$ cat src/rtl/uart_rx_fifo.sv
// 8N1 UART receiver feeding a small first-word-fall-through byte FIFO.
// RX is double-flopped; all frame timing counts clocks of the synchronised line.
module uart_rx_fifo #(
   parameter int  PRESCALER  = 200,
   parameter int  FIFO_DEPTH = 4,
   localparam int CW         = $clog2(PRESCALER),
   localparam int AW         = $clog2(FIFO_DEPTH)
) (
   input  logic          CLK,
   input  logic          RST,
   input  logic          RX,
   output logic [7:0]    O_DATA,
   output logic          O_VALID,
   input  logic          O_READY,
   output logic          O_FRAME_ERR,
   output logic          O_OVERFLOW,
   output logic [AW:0]   O_COUNT
);

   localparam logic [CW-1:0] CNT_HALF = CW'(PRESCALER / 2 - 1);
   localparam logic [CW-1:0] CNT_LAST = CW'(PRESCALER - 1);
   localparam logic [AW:0]   FULL_CNT = (AW + 1)'(FIFO_DEPTH);

   typedef enum logic [1:0] {
      S_IDLE  = 2'd0,
      S_START = 2'd1,
      S_DATA  = 2'd2,
      S_STOP  = 2'd3
   } state_t;

   state_t        state;
   logic          rx_meta;
   logic          rx_s;
   logic [CW-1:0] cnt;
   logic [2:0]    bitidx;
   logic [7:0]    shreg;
   logic          frame_err;
   logic          overflow;

   logic [AW:0]   wr_ptr;
   logic [AW:0]   rd_ptr;
   logic [7:0]    mem [FIFO_DEPTH];
   logic [AW:0]   count;
   logic          empty;
   logic          full;
   logic          push;
   logic          pop;
   logic          wr_en;

   always_ff @(posedge CLK or negedge RST) begin
      if (!RST) begin
         rx_meta <= 1'b1;
         rx_s    <= 1'b1;
      end else begin
         rx_meta <= RX;
         rx_s    <= rx_meta;
      end
   end

   always_ff @(posedge CLK or negedge RST) begin
      if (!RST) begin
         state     <= S_IDLE;
         cnt       <= '0;
         bitidx    <= '0;
         shreg     <= '0;
         frame_err <= 1'b0;
      end else begin
         frame_err <= 1'b0;
         case (state)
            S_IDLE: begin
               if (!rx_s) begin
                  state <= S_START;
                  cnt   <= '0;
               end
            end
            S_START: begin
               // A start bit must still be low half a bit in, else it was a glitch.
               if (cnt == CNT_HALF) begin
                  cnt    <= '0;
                  bitidx <= '0;
                  state  <= rx_s ? S_IDLE : S_DATA;
               end else begin
                  cnt <= cnt + 1'b1;
               end
            end
            S_DATA: begin
               if (cnt == CNT_LAST) begin
                  cnt    <= '0;
                  shreg  <= {rx_s, shreg[7:1]};
                  bitidx <= bitidx + 1'b1;
                  if (bitidx == 3'd7) state <= S_STOP;
               end else begin
                  cnt <= cnt + 1'b1;
               end
            end
            S_STOP: begin
               // Leave mid stop bit so a back-to-back start edge is not missed.
               if (cnt == CNT_LAST) begin
                  cnt       <= '0;
                  frame_err <= ~rx_s;
                  state     <= S_IDLE;
               end else begin
                  cnt <= cnt + 1'b1;
               end
            end
            default: state <= S_IDLE;
         endcase
      end
   end

   assign push  = (state == S_STOP) && (cnt == CNT_LAST) && rx_s;
   assign count = wr_ptr - rd_ptr;
   assign empty = (wr_ptr == rd_ptr);
   assign full  = (count == FULL_CNT);
   assign pop   = !empty && O_READY;
   assign wr_en = push && (!full || pop);

   always_ff @(posedge CLK) begin
      if (wr_en) mem[wr_ptr[AW-1:0]] <= shreg;
   end

   always_ff @(posedge CLK or negedge RST) begin
      if (!RST) begin
         wr_ptr   <= '0;
         rd_ptr   <= '0;
         overflow <= 1'b0;
      end else begin
         if (wr_en) wr_ptr <= wr_ptr + 1'b1;
         if (pop)   rd_ptr <= rd_ptr + 1'b1;
         overflow <= push && full && !pop;
      end
   end

   // Head byte is forced to zero while empty so the output is clean out of reset.
   assign O_DATA      = empty ? 8'h00 : mem[rd_ptr[AW-1:0]];
   assign O_VALID     = !empty;
   assign O_COUNT     = count;
   assign O_FRAME_ERR = frame_err;
   assign O_OVERFLOW  = overflow;

endmodule

$ cat config.mk
export PLATFORM = sky130hd
export DESIGN_NAME = uart_rx_fifo
export DESIGN_NICKNAME = d
export VERILOG_FILES = /design/src/rtl/uart_rx_fifo.sv
export SDC_FILE = /design/constraint.sdc
export NUM_CORES = 1
export LEC_CHECK = 0
export ABC_CLOCK_PERIOD_IN_PS = 2800
export CAP_MARGIN = 10
export CORE_ASPECT_RATIO = 1.25
export CORE_MARGIN = 2
export CORE_UTILIZATION = 55
export CTS_BUF_LIST = sky130_fd_sc_hd__clkbuf_8
export DETAILED_ROUTE_END_ITERATION = 8
export PLACE_DENSITY = 0.75
export SLEW_MARGIN = 20
export SYNTH_ARGS = -nofsm -noshare
export SYNTH_HDL_FRONTEND = slang
export SYNTH_SLANG_ARGS = --single-unit
export TNS_END_PERCENT = 50
$ cat constraint.sdc
create_clock -name CLK -period 2.8 [get_ports CLK]
set_clock_uncertainty 0.1 [all_clocks]
set_input_delay 0.28 -clock CLK [delete_from_list [all_inputs] [get_ports CLK]]
set_output_delay 0.28 -clock CLK [all_outputs]
set_load 0.1 [all_outputs]
==> impl_metrics.toml <==
[global_route]
antenna_found_initial = 0
grt_pass1_wl_mm = 8.60
grt_pass1_vias = 1783
grt_max_degree = 23
track_usage_pct = 21.2
overflow = 0

[synth]
netlist_area_mm2 = 0.00280
synth_xor_xnor_area_share_pct = 3.09
yosys.area.top_type_share_pct = 34.4
avgSynthCellArea_um2 = 14.5
synth_fp_nets = 208
synthTopCellsByCount = "edfxtp_1, dfrtp_1, nand3_1"
synth.largest_area_cell = "edfxtp_1"
ys_ff_latch = 63
synth-adder-area-share_pct = 5.19
synth.area.top_cells = "edfxtp_1, dfrtp_1, mux4_2, ha_1, mux2_2"
ys_types = 42
synth_mux_area_share_pct = 10.4
ys_warn_count = 0
synth_top_family_by_area = "simple AND/OR/NAND/NOR gates"
synth_compound_area_share_pct = 5.10
yosys.area_share.simple_pct = 12.0
syn_inst = 193
yosysSeqAreaShare_pct = 62.2
post-synth-top-count-cell = "edfxtp_1"
synthFlopType = "edfxtp_1"
synth-edff-count = 32
synth-async-reset-ratio_pct = 49.2

[clock_tree]
clock-sinks = 63
clockBufferDepth = 2
clkLatencyLatePin_ns = 0.34
cts_buffers = 9
cts_tree = "done"
cts_hold_buf = 0
cts_root_buf = "clkbuf_8"
cts_max_level = 3
clk_pin_slew_ns = 0.07

[critical_path]
crit_fanout = 8
cp-start-kind = "flop"
crit_required_ns = 2.70
critPathKind = "flop to flop"
critPathArrivalTime_ns = 2.53
critPathCaptureType = "flop"

[power]
leakagePower_nw = 1.51
ir_drop_mv = 0.475
power_density_mw_per_mm2 = 728

[timing]
slew-limit-headroom_pct = 61.0
worstMarginPinSlew_ns = 0.583
drv_slew = 0
hold-worst-slack_ns = 0.176
rsz0062_at_grt = "no"
layout_setup_ws_ns = 0.175
fin_crit_ns = 2.63
setup_tns_ns = 0
hold_violations = 0
fin_crit_sh_pct = 93.8
fmax_mhz = 381
finalSetupViolCount = 0

[route]
detail-route-antenna-nets = 0
drc_errors = 0
vias_per_cell = 5.97
wl_met3_um = 194
wl_mm = 4.98
top_layer_used = "met4"
route.met2.wl_mm = 2.77
wirelength_met1_mm = 1.92
dr.pass1.iters = 4
wl_per_cell_um = 17.4
num_vias = 1708
drt_iter0_markers = 98

[placement]
dpl.hpwl_mm = 3.61
preCtsSetupSlack_ns = 0.0798
io_buffers = 17
gp_congestion = 0.826

[cells_and_area]
drive_gt1_share_pct = 27.2
nets = 234
syn2layout_area_growth_pct = 20.7
antennaDiodeCount = 0

[die]
dieArea_mm2 = 0.00567
die_h_um = 83.7
start_util_pct = 56.3
rows = 29
die_w_um = 67.8
coreArea_mm2 = 0.00497
io_pins = 18

[min_path]
hold_class = "primary input to asynchronous set/reset pin"

[run_status]
status = "finished, final reports clean"

[flow_run]
max_cap_violations = 0
==> per-stage QoR <==
stage / util [%] / power [mW] / instance area (µm²) / cells
after floorplan: - / 1.45 / 2810 / 193
after global placement: 63.6 / 1.63 / 3160 / 270
after detailed placement: 63.6 / 1.65 / 3160 / 270
after CTS: 67.9 / 2.48 / 3370 / 286
after global routing: 67.9 / 2.55 / 3380 / 286
final: 67.9 / 2.46 / 3380 / 286
==> path summary, 6_finish.rpt <==
kind / from / endpoint / slack, ns / cells past startpoint
max in group asynchronous: RST / rx_s / 1.70 / 2
setup / recovery: wr_ptr[0] / mem[2][2] / 0.17 / 6
hold reg to reg: rx_meta / rx_s / 0.26 / 0
hold / removal: RST / cnt[4] / 0.18 / 1
min in group CLK: RX / rx_meta / 0.25 / 1
setup reg to reg: wr_ptr[0] / mem[2][2] / 0.17 / 6
==> sequential cells by signal, summed over array words and instances, names as in the netlist, named ones only <==
register     flops
rd_ptr           3
wr_ptr           3
O_OVERFLOW       1
rx_meta          1
state            1
O_FRAME_ERR      1
rx_s             1
shreg            8
mem             32
bitidx           3
cnt              8
==> power by group <==
part	internal [mW]	leakage, nW	switching, mW	total [mW]
Sequential	0.993	0.766	0.0213	1.01
Clock	0.494	0.108	0.342	0.837
Combinational	0.216	0.636	0.391	0.607
==> cell families after synthesis <==
kind of cell,count (synthesis)
adders and majority gates,11
AOI/OAI and AO/OA,22
DFF,63
and+or+nand+nor,56
muxes,18
xor gates and xnor gates,9
buffers and inverters,14
==> layout make-up <==
type	count	area [µm²]
inverter	8	30.0
timing repair buffer	21	303
fill	325	1600
clock buffer	9	124
tap	62	77.6
multi-input combinational	116	1010
sequential	63	1740
clock inverter	7	88.8
==> critical path, stage by stage (launching register included) <==
cell and delay (ns):
dfrtp_1 0.39, inv_1 0.11, ha_1 0.22, fa_1 0.44
and3_1 0.18, o211ai_1 0.41, and3_1 0.44
==> cell usage in the layout, fill, tap and decap left out, drive strengths merged, types with 4 or more instances in the layout <==
| master | n |
|---|---|
| a21oi | 4 |
| and2 | 10 |
| and3 | 8 |
| buf | 18 |
| clkbuf | 9 |
| dfrtp | 29 |
| edfxtp | 32 |
| ha | 10 |
| inv | 9 |
| mux2 | 8 |
| mux4 | 8 |
| nand2 | 8 |
| nand3 | 11 |
| nor3 | 6 |
| o21ai | 7 |
| xnor2 | 5 |
| xor2 | 4 |
==> what timing repair did <==
action | CTS | global route
resized for setup | 0 | 2
buffers inserted | 0 | 0
endpoints found under the setup margin | 0 | 16
==> routing by layer <==
layer / up-vias / track usage [%]
met4: 0 / 10.4
met2: 55 / 36.3
met5: - / 0
met1: 872 / 24.4
met3: 9 / 4.45
li1: 772 / -
Note: power is estimated with default switching activity, not from simulation.
